**config.mk**
```make
export PLATFORM = sky130hd
export DESIGN_NAME = mem_responder
export DESIGN_NICKNAME = d
export VERILOG_FILES = /design/src/rtl/mem_responder_pkg.sv /design/src/rtl/word_ram.sv /design/src/rtl/mem_responder.sv
export SDC_FILE = /design/constraint.sdc
export NUM_CORES = 2
export LEC_CHECK = 0
export CAP_MARGIN = 10
export CORE_UTILIZATION = 45
export CTS_CLUSTER_SIZE = 28
export DETAILED_ROUTE_END_ITERATION = 8
export SETUP_SLACK_MARGIN = 0.1
export SLEW_MARGIN = 20
export SYNTH_ARGS = -nofsm -noshare
export SYNTH_HDL_FRONTEND = slang
export SYNTH_SLANG_ARGS = --single-unit
```
**constraint.sdc**
```tcl
create_clock -name clk -period 12.55 [get_ports clk]
set_input_delay 1.8825 -clock clk [delete_from_list [all_inputs] [get_ports clk]]
set_output_delay 1.8825 -clock clk [all_outputs]
set_load 0.05 [all_outputs]
```
**src/rtl/mem_responder_pkg.sv**
```systemverilog
// Shared definitions for the handshaked memory responder.
//   ST_IDLE / ST_RESP : encodings of the two FSM states; the bench imports them too
//   WORD_BYTES        : bytes per stored word
//   state_e           : FSM state type built on those encodings
//   merge_bytes       : byte-strobed merge of new data into an existing word
package mem_responder_pkg;

  localparam logic ST_IDLE    = 1'b0;
  localparam logic ST_RESP    = 1'b1;
  localparam int   WORD_BYTES = 4;

  typedef enum logic {
    IDLE = ST_IDLE,
    RESP = ST_RESP
  } state_e;

  // Replace each byte lane of old_word whose strobe bit is set.
  function automatic logic [31:0] merge_bytes(input logic [31:0] old_word,
                                              input logic [31:0] new_word,
                                              input logic [3:0]  strb);
    logic [31:0] merged;
    merged = old_word;
    for (int i = 0; i < WORD_BYTES; i++) begin
      if (strb[i]) merged[8*i +: 8] = new_word[8*i +: 8];
    end
    return merged;
  endfunction

endpackage

```
**src/rtl/word_ram.sv**
```systemverilog
// Word array with synchronous byte-strobed write and a registered read port.
//   clk   : clock
//   reset : synchronous active-high; clears only the read register
//   idx   : word index shared by the write and read operations
//   we    : write enable; wstrb selects the byte lanes taken from wdata
//   re    : load array[idx] into the read register
//   clr   : zero the read register (re takes priority)
//   rdata : read register output, holds until re, clr or reset
module word_ram
  import mem_responder_pkg::*;
#(
  parameter int unsigned DEPTH_WORDS = 64,
  localparam int         AW          = $clog2(DEPTH_WORDS)
) (
  input  logic          clk,
  input  logic          reset,
  input  logic [AW-1:0] idx,
  input  logic          we,
  input  logic [3:0]    wstrb,
  input  logic [31:0]   wdata,
  input  logic          re,
  input  logic          clr,
  output logic [31:0]   rdata
);

  logic [31:0] mem [DEPTH_WORDS];
  logic [31:0] rdata_q, rdata_d;

  // NOTE: the array has no reset branch; clearing every word would force it
  // out of RAM macros into flops, and stored data must survive reset anyway.
  always_ff @(posedge clk) begin
    if (we) mem[idx] <= merge_bytes(mem[idx], wdata, wstrb);
  end

  // NOTE: the hold assignment comes first so every path assigns rdata_d and
  // no latch is inferred.
  always_comb begin
    rdata_d = rdata_q;
    if (clr) rdata_d = '0;
    if (re)  rdata_d = mem[idx];
  end

  // NOTE: state registers use non-blocking assignments so every flop samples
  // values from before the edge, independent of block ordering.
  always_ff @(posedge clk) begin
    if (reset) rdata_q <= '0;
    else       rdata_q <= rdata_d;
  end

  assign rdata = rdata_q;

endmodule

```
**src/rtl/mem_responder.sv**
```systemverilog
// Handshaked data-memory responder: accepts one load or store per transaction
// on a valid/ready request channel and answers on a valid/ready response channel.
//   clk, reset                        : clock, synchronous active-high reset
//   req_valid/req_ready               : request handshake (req_ready decodes state only)
//   req_write, req_addr               : 1 = store; byte address
//   req_wdata, req_wstrb              : store data and byte enables
//   resp_valid/resp_ready             : response handshake
//   resp_rdata, resp_err              : load data (0 for stores/errors); address error
module mem_responder
  import mem_responder_pkg::*;
#(
  parameter int unsigned DEPTH_WORDS = 64,
  parameter logic [31:0] BASE_ADDR   = 32'h0
) (
  input  logic        clk,
  input  logic        reset,
  input  logic        req_valid,
  output logic        req_ready,
  input  logic        req_write,
  input  logic [31:0] req_addr,
  input  logic [31:0] req_wdata,
  input  logic [3:0]  req_wstrb,
  output logic        resp_valid,
  input  logic        resp_ready,
  output logic [31:0] resp_rdata,
  output logic        resp_err
);

  localparam int          AW         = $clog2(DEPTH_WORDS);
  localparam logic [31:0] SPAN_BYTES = 32'(DEPTH_WORDS * WORD_BYTES);

  state_e        state_q, state_d;
  logic          resp_err_q, resp_err_d;
  logic          accept;
  logic [31:0]   off;
  logic          addr_err;
  logic [AW-1:0] idx;

  assign accept = (state_q == IDLE) && req_valid;

  // Out-of-range addresses are rejected outright rather than aliased.
  assign off      = req_addr - BASE_ADDR;
  assign addr_err = (req_addr[1:0] != 2'b00) || (req_addr < BASE_ADDR) ||
                    (off >= SPAN_BYTES);
  assign idx      = off[2 +: AW];

  // State register
  always_ff @(posedge clk) begin
    if (reset) begin
      state_q    <= IDLE;
      resp_err_q <= 1'b0;
    end else begin
      state_q    <= state_d;
      resp_err_q <= resp_err_d;
    end
  end

  // Next-state logic
  always_comb begin
    state_d    = state_q;
    resp_err_d = resp_err_q;
    unique case (state_q)
      IDLE: if (req_valid) begin
        state_d    = RESP;
        resp_err_d = addr_err;
      end
      RESP: if (resp_ready) state_d = IDLE;
      default: state_d = IDLE;
    endcase
  end

  // Output decode: no combinational path from inputs to req_ready.
  always_comb begin
    req_ready  = (state_q == IDLE);
    resp_valid = (state_q == RESP);
  end

  assign resp_err = resp_err_q;

  // Write and read are suppressed on a reset edge so a coinciding accept has
  // no side effect; clr zeroes the response for stores and errored requests.
  word_ram #(
    .DEPTH_WORDS(DEPTH_WORDS)
  ) u_word_ram (
    .clk   (clk),
    .reset (reset),
    .idx   (idx),
    .we    (accept && req_write && !addr_err && !reset),
    .wstrb (req_wstrb),
    .wdata (req_wdata),
    .re    (accept && !req_write && !addr_err && !reset),
    .clr   (accept),
    .rdata (resp_rdata)
  );

endmodule
```
==> reports/summary.txt <==
P_sw: 3.326 mW
internal power: 11.36 mW
final setup skew: 0.03593 ns
die area: 181700 µm²
cts bufs inserted: 205
post-route ant nets: 0
nets: 4930
Slew Viols, Final: 0
share of the synthesized area in the top cell type: 75.95%
I/O pins: 108
total wire length: 249400 µm
Clock Tree Root: clkbuf_16
initial antenna violation count: 7
Fmax achieved: 0.1648 GHz
period utilisation layout: 48.36%
dpl cells: 7004
worst slew pin tran: 1.231 ns
first-pass GRT wire length: 349100 µm
Resized cells post-CTS: 0
Period minus WS final: 6.069 ns
Final Wtd Congestion: 0.8541
total power: 14.69 mW
Fin. Hold Viols: 0
Skew-Pair Late Insertion Delay: 0.85 ns
sequential fraction of the synthesis area: 76.79%
power per cell area: 159.7 nW/µm²
syn avg cell area: 17.08 µm²
die width: 426.2 µm
crit path DAT: 6.60 ns
Post-synth EDFFs: 2048
DR pass1 iterations: 8
worst reg-to-reg setup slack: 8.31 ns
distinct cell type count after synthesis: 78
post-synth top area cell: edfxtp_1
ys flop type: edfxtp_1
CTS tree: yes
combinational cell fraction of total power: 6.2%
DP Worst Slack: 5.752 ns
cell area after synthesis: 80980 µm²
Synthesized Nets: 4815
slack of the critical path: 6.481 ns
WL/cell: 33.75 µm
# Post-CTS Setup Buffers: 0
Yosys warning count: 0
Die Y: 426.2 µm
max-cap violation count: 0
Starting Density: 45.34%
Crit Path Class: primary input to register
Worst Hold Class: register to register
critical path data required time: 13.08 ns
clock slew at reported path FFs: 0.06 ns
Switching Fraction: 22.64%
vias in the first global route: 45.73k
Std-Cell Rows: 155
total clock sinks: 2082
fin area: 91950 µm²
via count: 48.21k
Mapped Cells: 4742
status: finished clean
critical path launch point type: primary input
Port Buf Inserts: 107
ratio of cells with drive above 1 in the final layout: 15.04%
worst hold slack: 0.4520 ns
placed cell areas: 85410 µm²
Core ar.: 178600 µm²
Slew headroom: 17.46%
DPL Wire Length: 135000 µm
share of synthesized registers carrying an async set or reset: 0%
top cells by area, synth: edfxtp_1, a22oi_1, o22ai_1
# setup viols final: 0
Clock Power Share: 40.6%
GRT Total Usage: 27.16%
FF+latch count, synth: 2082
Core Util, Final: 51.48%
Leakage: 28.39 nW
fin cells: 7390
largest net degree at the start of global routing: 138
unrepaired setup endpoints after global routing: no
DRC viols: 0
sequential power share: 53.2%
crit path max fanout: 103
Crit. End Element: register
Worst VDD drop: 0.0001302 V
Clock Path Buffers: 3
# hold bufs at CTS: 0
Setup TNS: 0 ns
DR vias/cell: 6.524
DRT iter0 DRCs: 6707
global route total overflow: 0
area grow syn2layout: 13.55%
H-Tree Depth: 4
## power groups by stage
stage,combinational (mW),clock [mW],sequential (mW)
2_1_floorplan,0.493,0,7.99
3_3_place_gp,0.880,0,7.97
3_5_place_dp,0.900,0,7.97
4_1_cts,0.903,6.02,7.82
5_1_grt,0.957,6.27,7.82
6_report,0.908,5.96,7.82
## metal layers
metal | global-route usage [%] | vias up | share of wire, %
met5 | 0 | - | 0.0032
met1 | 37.48 | 25180 | 40
li1 | - | 19920 | -
met4 | 12.32 | 2 | 4.9
met3 | 4.701 | 500 | 8.9
met2 | 42.31 | 2613 | 47
## cell usage in the layout, fill, tap and decap left out, types with 93 or more instances in the layout
master | Yosys | layout
mux2i_1 | 112 | 93
clkbuf_16 | 0 | 205
edfxtp_1 | 2048 | 2048
o22ai_1 | 216 | 216
buf_4 | 27 | 171
o21ai_0 | 104 | 104
nand2_1 | 104 | 104
clkdlybuf4s50_1 | 0 | 104
a221oi_1 | 99 | 99
a22oi_1 | 548 | 548
## worst paths after layout
| kind | startpoint | end | depth (start not counted) |
|---|---|---|---|
| min reg2reg | u_word_ram.rdata[6]$_SDFFE_PP0P_ | u_word_ram.rdata[6]$_SDFFE_PP0P_ | 2 |
| max | req_addr[2] | u_word_ram.mem[36][20]$_DFFE_PP_ | 11 |
| max reg2reg | resp_valid$_SDFF_PP0_ | u_word_ram.mem[58][22]$_DFFE_PP_ | 6 |
| min | u_word_ram.rdata[6]$_SDFFE_PP0P_ | u_word_ram.rdata[6]$_SDFFE_PP0P_ | 2 |
## sequential cells by signal (all words and copies together) (netlist names)
register          count
resp_err              1
resp_valid            1
u_word_ram.mem     2048
u_word_ram.rdata     32
## Yosys cell counts, drive strengths merged (4+ instances only)
| library cell | count |
|---|---|
| dfxtp | 34 |
| or3b | 32 |
| mux2 | 91 |
| nand4 | 18 |
| a22oi | 548 |
| and3 | 91 |
| nand2b | 44 |
| clkbuf | 174 |
| inv | 23 |
| a22o | 13 |
| a21oi | 57 |
| a2111o | 4 |
| mux4 | 46 |
| mux2i | 112 |
| o32ai | 5 |
| nand3 | 49 |
| edfxtp | 2048 |
| nor4 | 37 |
| and3b | 29 |
| a221o | 4 |
| nand2 | 104 |
| nand3b | 45 |
| and4 | 19 |
| a31o | 13 |
| o22a | 5 |
| nor3b | 91 |
| a2111oi | 7 |
| buf | 204 |
| nor2b | 9 |
| a21o | 16 |
| and2 | 4 |
| a221oi | 109 |
| a32oi | 15 |
| o221ai | 32 |
| o21ai | 153 |
| a211oi | 21 |
| nor3 | 60 |
| a41oi | 26 |
| o22ai | 216 |
| nor2 | 82 |
| nand4b | 4 |
| o2111ai | 17 |
## cells by family after synthesis
family                 count (synthesis)  share of synthesized area [%]
AOI/OAI and AO/OA                   1276                          11.35
buffers and inverters                401                          2.359
muxes                                249                          3.929
DFF                                 2082                          76.79
and+or+nand+nor                      734                          5.579
## cell type report
| type | count | area [µm²] |
|---|---|---|
| timing repair buffer | 286 | 2524 |
| clock inverter | 120 | 1117 |
| tap | 2355 | 2947 |
| sequential | 2082 | 62180 |
| clock buffer | 258 | 5349 |
| multi-input combinational | 2259 | 17730 |
| antenna | 7 | 17.52 |
| inverter | 23 | 91.34 |
| fill | 14290 | 86660 |
## worst max-delay path, cell delays in order
cell and delay, ns:
buf_8 0.44, buf_4 0.54, and2_4 0.78, buf_12 0.50, a22oi_1 0.20, o221ai_1 0.23, a211oi_1 0.26, buf_4 0.24
and4_1 0.18, mux2i_4 0.28, buf_4 0.59
Note: power is estimated with default switching activity, not from simulation.
